File: config.mk
export PLATFORM = sky130hd
export DESIGN_NAME = stopwatch_ctrl_flat
export DESIGN_NICKNAME = d
export VERILOG_FILES = /design/src/rtl/stopwatch_pkg.sv /design/src/rtl/stopwatch_ctrl_if.sv /design/src/rtl/stopwatch_ctrl_mmss_counter.sv /design/src/rtl/stopwatch_ctrl.sv /design/src/flat_wrapper.sv
export SDC_FILE = /design/constraint.sdc
export NUM_CORES = 1
export LEC_CHECK = 0
export CAP_MARGIN = 25
export CORE_MARGIN = 2
export CORE_UTILIZATION = 50
export CTS_CLUSTER_SIZE = 30
export DETAILED_ROUTE_END_ITERATION = 12
export PLACE_DENSITY = 0.76
export SYNTH_ARGS = -nofsm -noshare
export SYNTH_HDL_FRONTEND = slang
export SYNTH_SLANG_ARGS = --single-unit
File: constraint.sdc
create_clock -name clk -period 3.85 [get_ports clk]
set_clock_uncertainty 0.05 [all_clocks]
set_input_delay 0.77 -clock clk [delete_from_list [all_inputs] [get_ports clk]]
set_output_delay 0.77 -clock clk [all_outputs]
set_load 0.02 [all_outputs]
File: src/rtl/stopwatch_pkg.sv
// Shared types and limits for the stopwatch controller slice: time/prescaler
// widths, the FSM state type and an mm:ss record.
package stopwatch_pkg;

  localparam int TIME_W = 6;
  localparam int DIV_W  = 8;

  localparam logic [TIME_W-1:0] SEC_MAX = 6'd59;
  localparam logic [TIME_W-1:0] MIN_MAX = 6'd59;

  localparam logic [1:0] ST_IDLE  = 2'd0;
  localparam logic [1:0] ST_RUN   = 2'd1;
  localparam logic [1:0] ST_PAUSE = 2'd2;
  localparam logic [1:0] ST_DONE  = 2'd3;

  typedef enum logic [1:0] {
    IDLE  = ST_IDLE,
    RUN   = ST_RUN,
    PAUSE = ST_PAUSE,
    DONE  = ST_DONE
  } state_e;

  typedef struct packed {
    logic [TIME_W-1:0] min;
    logic [TIME_W-1:0] sec;
  } mmss_t;

  // An alarm time outside 00:00..59:59 can never be reached by the counter.
  function automatic logic time_valid(mmss_t t);
    return (t.min <= MIN_MAX) && (t.sec <= SEC_MAX);
  endfunction

endpackage

File: src/rtl/stopwatch_ctrl_if.sv
// Command, configuration and status bundle between a host and stopwatch_ctrl.
interface stopwatch_ctrl_if;

  logic                              start;
  logic                              stop;
  logic                              clear;
  logic                              cfg_we;
  logic [stopwatch_pkg::DIV_W-1:0]   cfg_div;
  logic [stopwatch_pkg::TIME_W-1:0]  cfg_alarm_min;
  logic [stopwatch_pkg::TIME_W-1:0]  cfg_alarm_sec;
  logic                              cfg_alarm_en;
  logic                              alarm_ack;
  logic [stopwatch_pkg::TIME_W-1:0]  second;
  logic [stopwatch_pkg::TIME_W-1:0]  minute;
  logic                              running;
  logic                              done;
  logic                              alarm;

  modport master (
    output start, stop, clear, cfg_we, cfg_div, cfg_alarm_min, cfg_alarm_sec,
           cfg_alarm_en, alarm_ack,
    input  second, minute, running, done, alarm
  );

  modport slave (
    input  start, stop, clear, cfg_we, cfg_div, cfg_alarm_min, cfg_alarm_sec,
           cfg_alarm_en, alarm_ack,
    output second, minute, running, done, alarm
  );

endinterface

File: src/rtl/stopwatch_ctrl_mmss_counter.sv
// Minute/second datapath: synchronous clear, increment on inc_i, saturates at
// 59:59. next_o is the value an increment would produce this cycle.
module mmss_counter
  import stopwatch_pkg::*;
(
  input  logic              clk,
  input  logic              rst_n,
  input  logic              inc_i,
  input  logic              clr_i,
  output logic [TIME_W-1:0] sec_o,
  output logic [TIME_W-1:0] min_o,
  output mmss_t             next_o,
  output logic              terminal_o
);

  logic [TIME_W-1:0] sec_q, sec_d;
  logic [TIME_W-1:0] min_q, min_d;

  assign terminal_o = (sec_q == SEC_MAX) && (min_q == MIN_MAX);

  // Saturating mm:ss increment, independent of inc_i/clr_i.
  always_comb begin
    next_o.sec = sec_q;
    next_o.min = min_q;
    if (terminal_o) begin
      next_o.sec = sec_q;
      next_o.min = min_q;
    end else if (sec_q == SEC_MAX) begin
      next_o.sec = 6'd0;
      next_o.min = min_q + 6'd1;
    end else begin
      next_o.sec = sec_q + 6'd1;
      next_o.min = min_q;
    end
  end

  // Clear outranks increment.
  always_comb begin
    sec_d = sec_q;
    min_d = min_q;
    if (clr_i) begin
      sec_d = 6'd0;
      min_d = 6'd0;
    end else if (inc_i) begin
      sec_d = next_o.sec;
      min_d = next_o.min;
    end else begin
      sec_d = sec_q;
      min_d = min_q;
    end
  end

  // Time registers.
  always_ff @(posedge clk or negedge rst_n) begin
    if (!rst_n) begin
      sec_q <= 6'd0;
      min_q <= 6'd0;
    end else begin
      sec_q <= sec_d;
      min_q <= min_d;
    end
  end

  assign sec_o = sec_q;
  assign min_o = min_q;

endmodule

File: src/rtl/stopwatch_ctrl.sv
// Stopwatch controller: command FSM, tick prescaler, IDLE-only configuration
// registers and the sticky alarm, wrapped around the mm:ss counter.
module stopwatch_ctrl
  import stopwatch_pkg::*;
(
  input  logic            clk,
  input  logic            rst_n,
  stopwatch_ctrl_if.slave bus
);

  state_e            state_q, state_d;
  logic [DIV_W-1:0]  presc_q, presc_d;
  logic [DIV_W-1:0]  div_q, div_d;
  mmss_t             alarm_t_q, alarm_t_d;
  logic              alarm_en_q, alarm_en_d;
  logic              alarm_q, alarm_d;
  logic              running_q, running_d;
  logic              done_q, done_d;

  logic              tick_s;
  logic              last_tick_s;
  logic              cnt_inc_s;
  logic              cnt_clr_s;
  logic              alarm_set_s;
  logic              terminal_s;
  logic [TIME_W-1:0] sec_s, min_s;
  mmss_t             next_s;

  mmss_counter u_mmss (
    .clk        (clk),
    .rst_n      (rst_n),
    .inc_i      (cnt_inc_s),
    .clr_i      (cnt_clr_s),
    .sec_o      (sec_s),
    .min_o      (min_s),
    .next_o     (next_s),
    .terminal_o (terminal_s)
  );

  assign tick_s      = (state_q == RUN) && (presc_q == div_q);
  assign last_tick_s = terminal_s ||
                       ((next_s.min == MIN_MAX) && (next_s.sec == SEC_MAX));

  // FSM, prescaler and counter strobes; clear beats stop beats start, so a
  // stop in the same cycle as start holds off the start even where stop
  // itself has nothing to do.
  always_comb begin
    state_d   = state_q;
    presc_d   = presc_q;
    cnt_inc_s = 1'b0;
    cnt_clr_s = 1'b0;
    if (bus.clear) begin
      state_d   = IDLE;
      presc_d   = 8'd0;
      cnt_clr_s = 1'b1;
    end else begin
      case (state_q)
        IDLE: begin
          if (bus.stop) begin
            state_d = IDLE;
          end else if (bus.start) begin
            state_d = RUN;
            presc_d = 8'd0;
          end else begin
            state_d = IDLE;
          end
        end
        RUN: begin
          if (bus.stop) begin
            state_d = PAUSE;
          end else if (tick_s) begin
            presc_d   = 8'd0;
            cnt_inc_s = 1'b1;
            state_d   = last_tick_s ? DONE : RUN;
          end else begin
            presc_d = presc_q + 8'd1;
          end
        end
        PAUSE: begin
          if (bus.stop) begin
            state_d = PAUSE;
          end else if (bus.start) begin
            state_d = RUN;
          end else begin
            state_d = PAUSE;
          end
        end
        DONE: begin
          state_d = DONE;
        end
        default: begin
          state_d = IDLE;
          presc_d = 8'd0;
        end
      endcase
    end
    running_d = (state_d == RUN);
    done_d    = (state_d == DONE);
  end

  // Sticky alarm and configuration capture (accepted only while IDLE).
  always_comb begin
    alarm_set_s = cnt_inc_s && alarm_en_q && time_valid(alarm_t_q) &&
                  (next_s == alarm_t_q);
    if (bus.clear) begin
      alarm_d = 1'b0;
    end else if (alarm_set_s) begin
      alarm_d = 1'b1;
    end else if (bus.alarm_ack) begin
      alarm_d = 1'b0;
    end else begin
      alarm_d = alarm_q;
    end

    div_d      = div_q;
    alarm_t_d  = alarm_t_q;
    alarm_en_d = alarm_en_q;
    if ((state_q == IDLE) && bus.cfg_we) begin
      div_d         = bus.cfg_div;
      alarm_t_d.min = bus.cfg_alarm_min;
      alarm_t_d.sec = bus.cfg_alarm_sec;
      alarm_en_d    = bus.cfg_alarm_en;
    end else begin
      div_d      = div_q;
      alarm_t_d  = alarm_t_q;
      alarm_en_d = alarm_en_q;
    end
  end

  // Control, configuration and status registers.
  always_ff @(posedge clk or negedge rst_n) begin
    if (!rst_n) begin
      state_q    <= IDLE;
      presc_q    <= 8'd0;
      div_q      <= 8'd0;
      alarm_t_q  <= 12'd0;
      alarm_en_q <= 1'b0;
      alarm_q    <= 1'b0;
      running_q  <= 1'b0;
      done_q     <= 1'b0;
    end else begin
      state_q    <= state_d;
      presc_q    <= presc_d;
      div_q      <= div_d;
      alarm_t_q  <= alarm_t_d;
      alarm_en_q <= alarm_en_d;
      alarm_q    <= alarm_d;
      running_q  <= running_d;
      done_q     <= done_d;
    end
  end

  assign bus.second  = sec_s;
  assign bus.minute  = min_s;
  assign bus.running = running_q;
  assign bus.done    = done_q;
  assign bus.alarm   = alarm_q;

endmodule

File: src/flat_wrapper.sv
// flat-port wrapper written by rule: the top's interface ports become plain ports
module stopwatch_ctrl_flat import stopwatch_pkg::*;
  (clk, rst_n, bus_start, bus_stop, bus_clear, bus_cfg_we, bus_cfg_div, bus_cfg_alarm_min, bus_cfg_alarm_sec, bus_cfg_alarm_en, bus_alarm_ack, bus_second, bus_minute, bus_running, bus_done, bus_alarm);
  stopwatch_ctrl_if bus_i ();
  input  logic clk;
  input  logic rst_n;
  input wire logic [$bits(bus_i.start)-1:0] bus_start;
  input wire logic [$bits(bus_i.stop)-1:0] bus_stop;
  input wire logic [$bits(bus_i.clear)-1:0] bus_clear;
  input wire logic [$bits(bus_i.cfg_we)-1:0] bus_cfg_we;
  input wire logic [$bits(bus_i.cfg_div)-1:0] bus_cfg_div;
  input wire logic [$bits(bus_i.cfg_alarm_min)-1:0] bus_cfg_alarm_min;
  input wire logic [$bits(bus_i.cfg_alarm_sec)-1:0] bus_cfg_alarm_sec;
  input wire logic [$bits(bus_i.cfg_alarm_en)-1:0] bus_cfg_alarm_en;
  input wire logic [$bits(bus_i.alarm_ack)-1:0] bus_alarm_ack;
  output wire logic [$bits(bus_i.second)-1:0] bus_second;
  output wire logic [$bits(bus_i.minute)-1:0] bus_minute;
  output wire logic [$bits(bus_i.running)-1:0] bus_running;
  output wire logic [$bits(bus_i.done)-1:0] bus_done;
  output wire logic [$bits(bus_i.alarm)-1:0] bus_alarm;
  assign bus_i.start = bus_start;
  assign bus_i.stop = bus_stop;
  assign bus_i.clear = bus_clear;
  assign bus_i.cfg_we = bus_cfg_we;
  assign bus_i.cfg_div = bus_cfg_div;
  assign bus_i.cfg_alarm_min = bus_cfg_alarm_min;
  assign bus_i.cfg_alarm_sec = bus_cfg_alarm_sec;
  assign bus_i.cfg_alarm_en = bus_cfg_alarm_en;
  assign bus_i.alarm_ack = bus_alarm_ack;
  assign bus_second = bus_i.second;
  assign bus_minute = bus_i.minute;
  assign bus_running = bus_i.running;
  assign bus_done = bus_i.done;
  assign bus_alarm = bus_i.alarm;
  stopwatch_ctrl u_core (.clk(clk), .rst_n(rst_n), .bus(bus_i));
endmodule
==> results.py <==
metrics = {
    "synth": {
        "synthCells": 258,
        "synthSimpleGateAreaFrac": 0.190,
        "synthesis.nets": 289,
        "seq_area_frac_synth": 0.440,
        "yosys.cell_types.count": 50,
        "synth_top_family_by_area": "simple AND/OR/NAND/NOR gates",
        "synth_xor_xnor_area_share": 0.0904,
        "synth_mux_area_frac": 0.0986,
        "synth_area_per_cell_um2": 10.1,
        "syn_area_um2": 2620,
        "synth-compound-area-share": 0.145,
        "synth-adder-area-share": 0.0144,
        "yosysWarnings": 0,
        "yosys_register_bits": 46,
    },
    "critical_path": {
        "end_kind": "register",
        "worstPathArrival_ns": 2.66,
        "r2r_slack_ns": 1.40,
        "worstReg2RegStart": "u_core.u_mmss.sec_o[0]$_DFFE_PN0P_",
        "ff2ff_path_depth": 8,
        "cp_max_fo": 8,
        "required_ns": 4.06,
        "timing.rr.end": "u_core.bus.alarm$_DFFE_PN0P_",
        "criticalPathCategory": "reg2reg",
        "cp-start-kind": "register",
        "slowest_stage": "nor4_1",
        "cpPeakStageDelay_ns": 0.50,
        "crit_chain": "ha_1 -> nand3b_4 -> nor4_1 -> and3_1 -> xnor2_1 -> o2111ai_1 -> a2111oi_2 -> a21o_1",
    },
    "routing": {
        "wl_per_cell_um": 16.0,
        "route.detailed.drc": 0,
        "vias": 2128,
        "drtIter0Drc": 187,
        "first_pass_iters": 4,
        "avgViaCountPerCell": 5.69,
        "totalWireLength_um": 5980,
        "final_antenna_net_count": 0,
    },
    "placement": {
        "dp_slack_ns": 1.27,
        "place_hpwl_um": 4430,
        "dp_cells": 365,
        "placed_area_um2": 3100,
        "portBuffers": 42,
        "gp_congestion": 0.967,
    },
    "floorplan": {
        "dieWidth_um": 76.3,
        "io_pins": 43,
        "die_h_um": 76.3,
        "die_area_um2": 5820,
        "start_util": 0.515,
        "core_um2": 5070,
        "rows": 26,
    },
    "flow_run": {
        "maxCapViolations": 0,
    },
    "sta": {
        "hold_viol_final": 0,
        "slew_violations": 0,
        "period_share": 0.637,
        "finalCriticalPeriod_ns": 2.45,
        "max_slew.worst_pin.slew_ns": 0.596,
        "worst_slack_ns": 1.40,
        "fmax_ghz": 0.408,
        "tns_ns": 0,
        "setup_violations": 0,
        "slew_headroom": 0.603,
        "rsz0062_at_grt": "no",
    },
    "layout": {
        "stdcell_area_um2": 3230,
        "nNetsFinal": 334,
        "fin_util": 0.637,
        "drive_above_1_share": 0.161,
        "final_cells": 374,
        "area_delta_synth_final_pct": 23.6,
        "num_antenna_cells": 0,
    },
    "worst_hold_path": {
        "hold_class": "in2async",
    },
    "global_route": {
        "grt_pass1_vias": 1978,
        "grt_overflow_total": 0,
        "groute.usage.overall": 0.215,
        "grt_pass1_wl_um": 10000,
        "grt_antenna_before_repair": 0,
        "grt_max_degree": 47,
    },
    "power_and_ir_drop": {
        "vdd_drop_max_mv": 0.203,
        "power.density_nw_per_um2": 326,
        "p_sw_frac": 0.251,
        "power.share.clock": 0.356,
        "p_int_uw": 788,
        "switchingPower_uw": 264,
        "seq_power_share": 0.518,
        "comb_power_share": 0.125,
        "leakagePower_uw": 0.00132,
    },
    "clock_tree": {
        "cts_hold_buf": 0,
        "clk_latency_ns": 0.31,
        "cts_max_level": 2,
        "cts_buffers": 5,
        "cts_sinks": 46,
        "cts_resized": 0,
        "cts_root_buf": "clkbuf_8",
        "clkTransAtPathRegs_ns": 0.09,
        "cts_tree": "yes",
        "cts_max_path_buffers": 2,
        "post_cts_buffers": 0,
    },
    "outcome": {
        "run_status": "finished, final reports clean",
    },
}
[critical path, delay by kind of cell (launching register included)]
kind	cells	cell delay, ns
flip-flops	1	0.48
AND/OR/NAND/NOR	3	0.90
XOR/XNOR	1	0.12
adder cells (fa/ha/maj)	1	0.33
AO/OA/AOI/OAI	3	0.50
[cell families after synthesis]
| family | Yosys count |
|---|---|
| AOI/OAI and AO/OA | 54 |
| xor gates and xnor gates | 27 |
| adders and majority gates | 3 |
| buffers and inverters | 12 |
| DFF | 46 |
| muxes | 23 |
| and+or+nand+nor | 93 |
[cells in the final DEF, fill, tap and decap left out, types with 10 or more instances in the layout]
master           synthesis  layout
a21oi_1                 16      16
clkdlybuf4s50_1          0      41
dfrtp_1                 46      46
mux2_2                  22      22
nand2_1                 20      20
nand3_1                 12      12
nor2_1                  24      24
o21ai_0                 10      10
xnor2_1                 10      10
xor2_1                  17      17
[cell usage after synthesis, drive strengths merged]
| master | n | area, um2 |
|---|---|---|
| a22o | 3 | 26.3 |
| nor4 | 4 | 37.5 |
| a22oi | 1 | 12.5 |
| buf | 2 | 18.8 |
| or4 | 1 | 7.51 |
| o31ai | 3 | 22.5 |
| a311oi | 2 | 23.8 |
| o2111ai | 3 | 26.3 |
| and2 | 2 | 12.5 |
| a211o | 1 | 8.76 |
| ha | 3 | 37.5 |
| nand3b | 2 | 27.5 |
| inv | 5 | 18.8 |
| or2 | 1 | 6.26 |
| nand3 | 13 | 70.1 |
| o311ai | 1 | 8.76 |
| xnor2 | 10 | 87.6 |
| o21ai | 10 | 50.1 |
| a21oi | 16 | 80.1 |
| a31o | 1 | 8.76 |
| dfrtp | 46 | 1150 |
| mux2i | 1 | 10.0 |
| nand4 | 3 | 18.8 |
| clkbuf | 5 | 18.8 |
| a2111oi | 2 | 30.0 |
| o21bai | 1 | 7.51 |
| nand2b | 3 | 18.8 |
| nor2b | 1 | 6.26 |
| xor2 | 17 | 149 |
| and3b | 2 | 18.8 |
| o32a | 1 | 10.0 |
| nor2 | 25 | 101 |
| nor3 | 5 | 25.0 |
| o211ai | 4 | 30.0 |
| nand2 | 22 | 87.6 |
| a31oi | 3 | 18.8 |
| and3 | 4 | 25.0 |
| a211oi | 1 | 7.51 |
| a21o | 1 | 7.51 |
| mux2 | 22 | 248 |
| nor3b | 2 | 15.0 |
| or3 | 3 | 18.8 |
[worst max-delay path by stage]
stage | from | endpoint | slack, ns
after CTS | u_core.u_mmss.sec_o[0]$_DFFE_PN0P_ | u_core.bus.alarm$_DFFE_PN0P_ | 1.39
after detailed placement | bus_stop | u_core.u_mmss.sec_o[5]$_DFFE_PN0P_ | 1.27
after global placement | bus_stop | u_core.presc_q[3]$_DFFE_PN0P_ | 1.35
after floorplan | u_core.u_mmss.sec_o[0]$_DFFE_PN0P_ | u_core.bus.alarm$_DFFE_PN0P_ | 1.59
after global routing | u_core.u_mmss.sec_o[0]$_DFFE_PN0P_ | u_core.bus.alarm$_DFFE_PN0P_ | 1.16
final | u_core.u_mmss.sec_o[0]$_DFFE_PN0P_ | u_core.bus.alarm$_DFFE_PN0P_ | 1.40
[area by class of cell]
class / count / area [um2]
Fill cell: 459 / 1840
Sequential cell: 46 / 1150
Clock inverter: 3 / 43.8
Clock buffer: 5 / 68.8
Inverter: 5 / 18.8
Timing Repair Buffer: 45 / 450
Tap cell: 70 / 87.6
Multi-Input combinational cell: 200 / 1410
[through the flow]
stage	hold WS, ns	total power [uW]
2_1_floorplan	0.423	626
3_3_place_gp	0.436	681
3_5_place_dp	0.440	686
4_1_cts	0.460	1050
5_1_grt	0.249	1100
6_report	0.241	1050
[layer usage]
| layer | track usage | part of all wire |
|---|---|---|
| met1 | 0.313 | 0.46 |
| met2 | 0.328 | 0.48 |
| met3 | 0.0427 | 0.048 |
| met4 | 0.0636 | 0.015 |
| met5 | 0 | 0 |
[power groups by stage]
stage	registers [uW]	clock network, uW	logic (uW)
floorplan	546	0	80.0
global placement	554	0	127
detailed placement	555	0	131
CTS	545	373	131
global route	550	403	146
finish	545	375	132
[registers in the layout, summed over array words and instances, names as in the netlist, 2 cells and up]
name	flops
u_core.alarm_t_q	12
u_core.state_q	2
u_core.presc_q	8
u_core.u_mmss.sec_o	6
u_core.div_q	8
u_core.u_mmss.min_o	6
No activity file was read; power rests on OpenSTA's default activity.
